File: src/rtl/mem_seq_pkg.sv
// -----------------------------------------------------------------------------
// mem_seq_pkg
// Shared definitions for the memory access sequencer: FSM state encoding,
// requester indices, the default phase timeout and the priority-pick helper
// used by the arbiter.
// -----------------------------------------------------------------------------
package mem_seq_pkg;

    typedef enum logic [1:0] {
        IDLE = 2'd0,
        ACC0 = 2'd1,
        ACC1 = 2'd2,
        FIN  = 2'd3
    } state_t;

    // Requester indices; bit positions in req/wr/dbl/post_inc and all
    // one-hot outputs.
    localparam logic [1:0] FETCH = 2'd0;
    localparam logic [1:0] DATA  = 2'd1;
    localparam logic [1:0] DMA   = 2'd2;

    localparam int TIMEOUT_DEFAULT = 15;
    localparam int WAIT_W          = 8;

    // Returns the first requester of the order p0, p1, p2 whose req bit is
    // set. With no request at all the result is p2; callers qualify it with
    // |req.
    function automatic logic [1:0] pick_first(input logic [2:0] req,
                                              input logic [1:0] p0,
                                              input logic [1:0] p1,
                                              input logic [1:0] p2);
        if (req[p0])
            return p0;
        else if (req[p1])
            return p1;
        else
            return p2;
    endfunction

endpackage

File: src/rtl/mem_seq_arb.sv
// -----------------------------------------------------------------------------
// mem_seq_arb
// Winner selection among the three requesters (fetch, data, dma).
//   Default build      : fixed priority dma > data > fetch, purely combinational.
//   MEM_SEQ_RR_EN      : round-robin; priority starts at the requester after the
//                        last granted one. The last-grant register resets to
//                        dma so fetch has first priority after reset.
// Ports
//   clk, reset  (MEM_SEQ_RR_EN only) clock / async active-high reset
//   load        (MEM_SEQ_RR_EN only) sequencer is in IDLE and will take the win
//   req         request vector, bit0 fetch, bit1 data, bit2 dma
//   win_idx     index of the winning requester
//   win_valid   at least one request present
// -----------------------------------------------------------------------------
module mem_seq_arb
    import mem_seq_pkg::*;
(
`ifdef MEM_SEQ_RR_EN
    input  logic       clk,
    input  logic       reset,
    input  logic       load,
`endif
    input  logic [2:0] req,
    output logic [1:0] win_idx,
    output logic       win_valid
);

    assign win_valid = |req;

`ifdef MEM_SEQ_RR_EN
    logic [1:0] last;

    // NOTE: sequential state uses non-blocking assignments and an async reset
    // in the sensitivity list, so every flop settles from the same pre-edge
    // values regardless of process order.
    always_ff @(posedge clk or posedge reset) begin
        if (reset)
            last <= DMA;
        else if (load && win_valid)
            last <= win_idx;
    end

    // The encoding 2'b11 is unreachable; it is folded into the dma branch.
    always_comb begin
        case (last)
            FETCH:   win_idx = pick_first(req, DATA,  DMA,   FETCH);
            DATA:    win_idx = pick_first(req, DMA,   FETCH, DATA);
            default: win_idx = pick_first(req, FETCH, DATA,  DMA);
        endcase
    end
`else
    assign win_idx = pick_first(req, DMA, DATA, FETCH);
`endif

endmodule

File: src/rtl/mem_seq.sv
// -----------------------------------------------------------------------------
// mem_seq
// Memory access sequencer for three pointer-register requesters (fetch, data,
// dma). A request is accepted in IDLE, the winner's wr/dbl/post_inc are
// latched, then one (ACC0) or two (ACC0, ACC1) memory phases are run, each
// ending on mem_ready or on a wait timeout, followed by a one-cycle FIN that
// pulses done (and err / ptr_offset). All outputs are decoded from state.
// Optional feature macro: MEM_SEQ_RR_EN selects round-robin arbitration.
// Parameters
//   TIMEOUT       max mem_ready wait cycles per phase (1..255)
// Ports
//   clk           system clock, rising edge
//   reset         asynchronous, active-high reset
//   req[2:0]      access request, bit0 fetch, bit1 data, bit2 dma
//   wr[2:0]       per requester: 1 = write, 0 = read
//   dbl[2:0]      per requester: double access (pointer, then pointer+1)
//   post_inc[2:0] per requester: pulse ptr_offset after a clean completion
//   mem_ready     memory finished the current phase this cycle
//   gnt[2:0]      one-hot grant, held for the whole access
//   sel_abus      one-hot read_abus strobe (first phase)
//   sel_abusplus  one-hot read_abusplus strobe (second phase)
//   mem_rd/mem_wr memory strobes
//   ptr_offset    one-hot pointer offset strobe (in FIN)
//   done[2:0]     one-cycle completion pulse
//   err           one-cycle timeout flag, together with done
//   busy          FSM not in IDLE
// -----------------------------------------------------------------------------
module mem_seq
    import mem_seq_pkg::*;
#(
    parameter int TIMEOUT = TIMEOUT_DEFAULT
) (
    input  logic       clk,
    input  logic       reset,
    input  logic [2:0] req,
    input  logic [2:0] wr,
    input  logic [2:0] dbl,
    input  logic [2:0] post_inc,
    input  logic       mem_ready,
    output logic [2:0] gnt,
    output logic [2:0] sel_abus,
    output logic [2:0] sel_abusplus,
    output logic       mem_rd,
    output logic       mem_wr,
    output logic [2:0] ptr_offset,
    output logic [2:0] done,
    output logic       err,
    output logic       busy
);

    // Count value at which the current wait cycle is the TIMEOUT-th one.
    localparam logic [WAIT_W-1:0] WAIT_LAST = WAIT_W'(TIMEOUT - 1);

    state_t            state, state_next;
    logic [WAIT_W-1:0] wait_cnt, wait_next;
    logic              timeout_hit;
    logic              timed_out;
    logic [1:0]        g_idx;
    logic              l_wr, l_dbl, l_post;
    logic [2:0]        g_oh;
    logic [1:0]        win_idx;
    logic              win_valid;

    mem_seq_arb u_arb (
`ifdef MEM_SEQ_RR_EN
        .clk       (clk),
        .reset     (reset),
        .load      (state == IDLE),
`endif
        .req       (req),
        .win_idx   (win_idx),
        .win_valid (win_valid)
    );

    always_ff @(posedge clk or posedge reset) begin
        if (reset) begin
            state     <= IDLE;
            wait_cnt  <= '0;
            timed_out <= 1'b0;
            g_idx     <= FETCH;
            l_wr      <= 1'b0;
            l_dbl     <= 1'b0;
            l_post    <= 1'b0;
        end else begin
            state    <= state_next;
            wait_cnt <= wait_next;
            if (state == IDLE) begin
                timed_out <= 1'b0;
                if (win_valid) begin
                    g_idx  <= win_idx;
                    l_wr   <= wr[win_idx];
                    l_dbl  <= dbl[win_idx];
                    l_post <= post_inc[win_idx];
                end
            end else if (timeout_hit) begin
                timed_out <= 1'b1;
            end
        end
    end

    // Next state and wait counter. The counter is zero whenever a phase is
    // entered, because every path into ACC0/ACC1 loads zero.
    always_comb begin
        // NOTE: every variable gets its default first so no path through the
        // case leaves it unassigned (which would infer a latch).
        state_next  = state;
        wait_next   = '0;
        timeout_hit = 1'b0;
        case (state)
            IDLE: begin
                if (win_valid)
                    state_next = ACC0;
            end
            ACC0, ACC1: begin
                if (mem_ready) begin
                    state_next = (state == ACC0 && l_dbl) ? ACC1 : FIN;
                end else if (wait_cnt == WAIT_LAST) begin
                    state_next  = FIN;
                    timeout_hit = 1'b1;
                end else begin
                    wait_next = wait_cnt + 1'b1;
                end
            end
            FIN: begin
                state_next = IDLE;
            end
            default: begin
                state_next = IDLE;
            end
        endcase
    end

    assign g_oh = 3'b001 << g_idx;

    // Output decode. sel_abus and sel_abusplus belong to different states, so
    // they can never drive the shared address bus together.
    always_comb begin
        gnt          = 3'b000;
        sel_abus     = 3'b000;
        sel_abusplus = 3'b000;
        mem_rd       = 1'b0;
        mem_wr       = 1'b0;
        ptr_offset   = 3'b000;
        done         = 3'b000;
        err          = 1'b0;
        case (state)
            ACC0: begin
                gnt      = g_oh;
                sel_abus = g_oh;
                mem_rd   = ~l_wr;
                mem_wr   = l_wr;
            end
            ACC1: begin
                gnt          = g_oh;
                sel_abusplus = g_oh;
                mem_rd       = ~l_wr;
                mem_wr       = l_wr;
            end
            FIN: begin
                gnt  = g_oh;
                done = g_oh;
                err  = timed_out;
                // A timed-out access leaves the pointer untouched.
                if (l_post && !timed_out)
                    ptr_offset = g_oh;
            end
            default: begin
            end
        endcase
    end

    assign busy = (state != IDLE);

endmodule

File: config.mk
export PLATFORM = sky130hd
export DESIGN_NAME = mem_seq
export DESIGN_NICKNAME = d
export VERILOG_FILES = /design/src/rtl/mem_seq_pkg.sv /design/src/rtl/mem_seq_arb.sv /design/src/rtl/mem_seq.sv
export SDC_FILE = /design/constraint.sdc
export NUM_CORES = 1
export LEC_CHECK = 0
export BUFFER_PORTS_ARGS = -buffer_cell sky130_fd_sc_hd__buf_4
export CORE_UTILIZATION = 47
export CTS_BUF_LIST = sky130_fd_sc_hd__clkbuf_8
export DETAILED_ROUTE_END_ITERATION = 10
export GPL_TIMING_DRIVEN = 0
export PLACE_DENSITY = 0.78
export SYNTH_ARGS = -nofsm -noshare
export SYNTH_HDL_FRONTEND = slang
export SYNTH_SLANG_ARGS = --single-unit
File: constraint.sdc
create_clock -name clk -period 1.45 [get_ports clk]
set_input_delay 0.3625 -clock clk [delete_from_list [all_inputs] [get_ports clk]]
set_output_delay 0.3625 -clock clk [all_outputs]
set_load 0.005 [all_outputs]
==> metrics.md <==
| Metric | Value |
|---|---|
| Status | `complete, but fails checks` |
| Violations in the final reports | `negative setup slack` |
| Buffers and inverters on the worst path | `2` |
| Maximum number of pins on one net before global-route repair | `17` |
| Number of antenna violations at the first check in global routing | `0` |
| Worst min path class | `in2async` |
| # diodes | `0` |
| Critical path arrival | `1320 ps` |
| Number of enable-type register cells in the synthesized netlist | `0` |
| Die footprint | `2450 µm²` |
| Netlist cell types | `32` |
| Time the final worst path needs with I/O delays and setup | `1680 ps` |
| Highest attainable clock frequency | `595 MHz` |
| Non-filler cells, final | `188` |
| Transition at the pin with the smallest max-transition slack | `608 ps` |
| Element type at the critical path start | `flop` |
| Post-detailed-route wirelength per cell | `14.6 µm` |
| Most common cell in the synthesized netlist | `sky130_fd_sc_hd__dfrtp_1` |
| Biggest area consumer among synthesized cells | `sky130_fd_sc_hd__dfrtp_1` |
| R2R setup slack | `-110 ps` |
| First-pass GRT wire length | `4260 µm` |
| Type of the worst setup path | `reg2out` |
| Root buffer selected by CTS | `sky130_fd_sc_hd__clkbuf_8` |
| Pins over their slew limit | `0` |
| Initial standard-cell utilization of the core | `52.0%` |
| Layout overhead on the synthesized area | `51.6%` |
| Clock transition at path regs | `70 ps` |
| Vertical extent of the die | `just under 50 µm` |
| Sequential cell area fraction in the yosys report | `37.7%` |
| Number of buffers added on ports | `32` |
| Critical-path cell with the highest stage delay | `sky130_fd_sc_hd__dfrtp_2` |
| First-pass iteration count of the detailed router | `4` |
| Syn Area/Cell | `9.08 µm²` |
| Maxcap violations | `0` |
| Top FF cell, synth | `sky130_fd_sc_hd__dfrtp_1` |
| Number of design rule violations left after detail routing | `0` |
| Wire length after detailed routing | `2740 µm` |
| Category of cells accounting for the largest share of critical-path delay | `flip-flops` |
| Fillcell total | `137` |
| List of cells traversed by the critical path | `inv_4 > ha_4 > nor2b_1 > buf_4` |
| Vias per cell | `approximately 5.5` |
| Sequential cell area | `roughly 410 µm²` |
| CP required | `about 1100 ps` |
| Combined area of all synthesized cells | `between 1000 and 1500 µm²` |
| Reg2Reg Depth | `5` |
| Crit. End Element | `output port` |
| ANT nets after route | `0` |
| Period utilization | `116%` |
| Number of standard-cell rows in the floorplan | `16` |
| Unrepaired setup endpoints after global routing | `true` |
| End of the worst register-to-register path | `wait_cnt[3]` |
| Worst setup timing slack at the placement stage | `-136 ps` |
| Final setup margin | `-229 ps` |
| Via count of the first global-routing pass | `1005` |
| Most common library cells after synthesis | `sky130_fd_sc_hd__dfrtp_1, sky130_fd_sc_hd__and2_1, sky130_fd_sc_hd__nor2_1` |
| Worst reg2reg path startpoint | `wait_cnt[0]` |
| Final setup violation count | `29` |
| CP Launch Point | `state[1]` |
| Detailed placement HPWL | `1720 µm` |
| Number of storage elements in the synthesis netlist | `16` |
| Power per Cell Area | `1730 nW/µm²` |
| Number of design-rule violations left by the first detailed-router iteration | `27` |
| Total power consumption of the routed design | `2.79 mW` |
| Number of cells in the design after placement | `around 180` |
| Synthesis warning total | `0` |
| Maximum vdd drop | `1.21 mV` |
| Leakage power total | `0.739 nW` |
| Latest clock arrival within the worst-skew pair | `between 200 and 300 ps` |
| Share of synthesized flip-flops with an asynchronous set or reset | `100%` |
| Multi-input gate area | `747 µm²` |
| Ranking of synthesized cells by area | `sky130_fd_sc_hd__dfrtp_1, sky130_fd_sc_hd__ha_1, sky130_fd_sc_hd__and2_1, sky130_fd_sc_hd__nor2_1, sky130_fd_sc_hd__o21ai_0` |
| Post-synth top area share | `37.7%` |
| Core region area | `2040 µm²` |
| Number of cells on the critical path | `4` |
| Slew margin rel. | `59.4%` |
| Final hold vios | `0` |
| Buffer levels on the longest clock path | `2` |
| Net count after synthesis | `139` |
| Max Fanout on Critical Path | `6` |
| Via total after detailed routing | `around 1000` |
| Number of buffers created by CTS | `3` |
| Final weighted congestion in routability-driven placement | `0.770` |
| Fraction of final layout cells with drive strength greater than 1 | `approximately 50%` |
| CTS sink count | `16` |
| Synthesized instance count | `117` |
| I/O Pins | `34` |
| X dimension of the die | `49.5 µm` |
| Final nets | `184` |
| Clock tree from TritonCTS | `built` |
| H-tree Lvls | `1` |
| Crit path largest cell delay | `about 440 ps` |
| Remaining global-route overflow | `0` |
| Setup skew after layout | `~0.9 ps` |
| Overall Global Routing Usage | `23.1%` |
per-stage QoR:
stage,util (%),TNS [ps],cell area [µm²],hold slack (ps)
after floorplan,-,-16.6,1070,276
after global placement,65.7,-966,1340,470
after detailed placement,65.7,-1350,1340,479
after CTS,75.1,-3430,1530,206
after global routing,78.9,-5120,1610,242
final,78.9,-3710,1610,178
routing by layer:
| metal | track usage, % | wire, µm | vias up |
|---|---|---|---|
| met5 | 0 | 0 | - |
| met2 | 42.8 | 1440 | 40 |
| met1 | 25.8 | 1110 | 499 |
| met4 | 11.0 | 75 | 0 |
| met3 | 2.78 | 121 | 9 |
| li1 | - | - | 490 |
layout make-up:
class / count / share of cell area [%]
multi-input cells: 92 / 46.4
flip-flops and latches: 16 / 25.2
repair buffers: 40 / 20.3
clock buffers: 4 / 3.42
well taps: 27 / 2.10
inverters: 6 / 1.71
plain buffers: 3 / 0.932
flip-flops by register name, summed over array words and instances, names as in the netlist:
register	cells
wait_cnt	8
g_idx	2
state	2
l_dbl	1
l_post	1
l_wr	1
timed_out	1
where the power goes:
group | switching [mW] | leakage [nW] | internal [mW]
logic | 0.659 | 0.506 | 0.957
registers | 0.193 | 0.204 | 0.578
clock network | 0.165 | 0.0288 | 0.241
worst max-delay path by stage:
stage	to	slack [ps]
after CTS	mem_rd	-200
final	mem_rd	-230
after detailed placement	wait_cnt[3]	-140
after global placement	state[0]	-120
after global routing	sel_abusplus[2]	-260
after floorplan	state[0]	-20
cells in the final DEF, fill, tap and decap left out, types with 4 or more instances in the layout:
cell / Yosys / layout
sky130_fd_sc_hd__dfrtp_2: 0 / 4
sky130_fd_sc_hd__buf_6: 0 / 7
sky130_fd_sc_hd__nand2_1: 9 / 9
sky130_fd_sc_hd__nor2_1: 11 / 8
sky130_fd_sc_hd__a21oi_1: 4 / 4
sky130_fd_sc_hd__clkbuf_8: 0 / 4
sky130_fd_sc_hd__and2_1: 11 / 6
sky130_fd_sc_hd__and2_4: 0 / 5
sky130_fd_sc_hd__nand3_1: 5 / 4
sky130_fd_sc_hd__dfrtp_1: 16 / 12
sky130_fd_sc_hd__buf_4: 0 / 33
sky130_fd_sc_hd__o21ai_0: 8 / 8
timing repair:
action,in CTS,in global routing
gates resized for setup,29,13
hold buffers,0,0
setup buffers,5,3
pin swaps,8,4
endpoints found under the setup margin,30,32
logic make-up (layout without fill, tap and decap cells):
group	Yosys count	count (layout)	share of synthesized area, %
adder cells (fa/ha/maj)	7	7	8.24
AND/OR/NAND/NOR	56	56	29.3
flip-flops	16	16	37.7
buffers and inverters	9	53	3.53
multiplexers	6	6	6.01
AO/OA/AOI/OAI	20	20	12.7
XOR/XNOR	3	3	2.47
No activity file was read; power rests on OpenSTA's default activity.
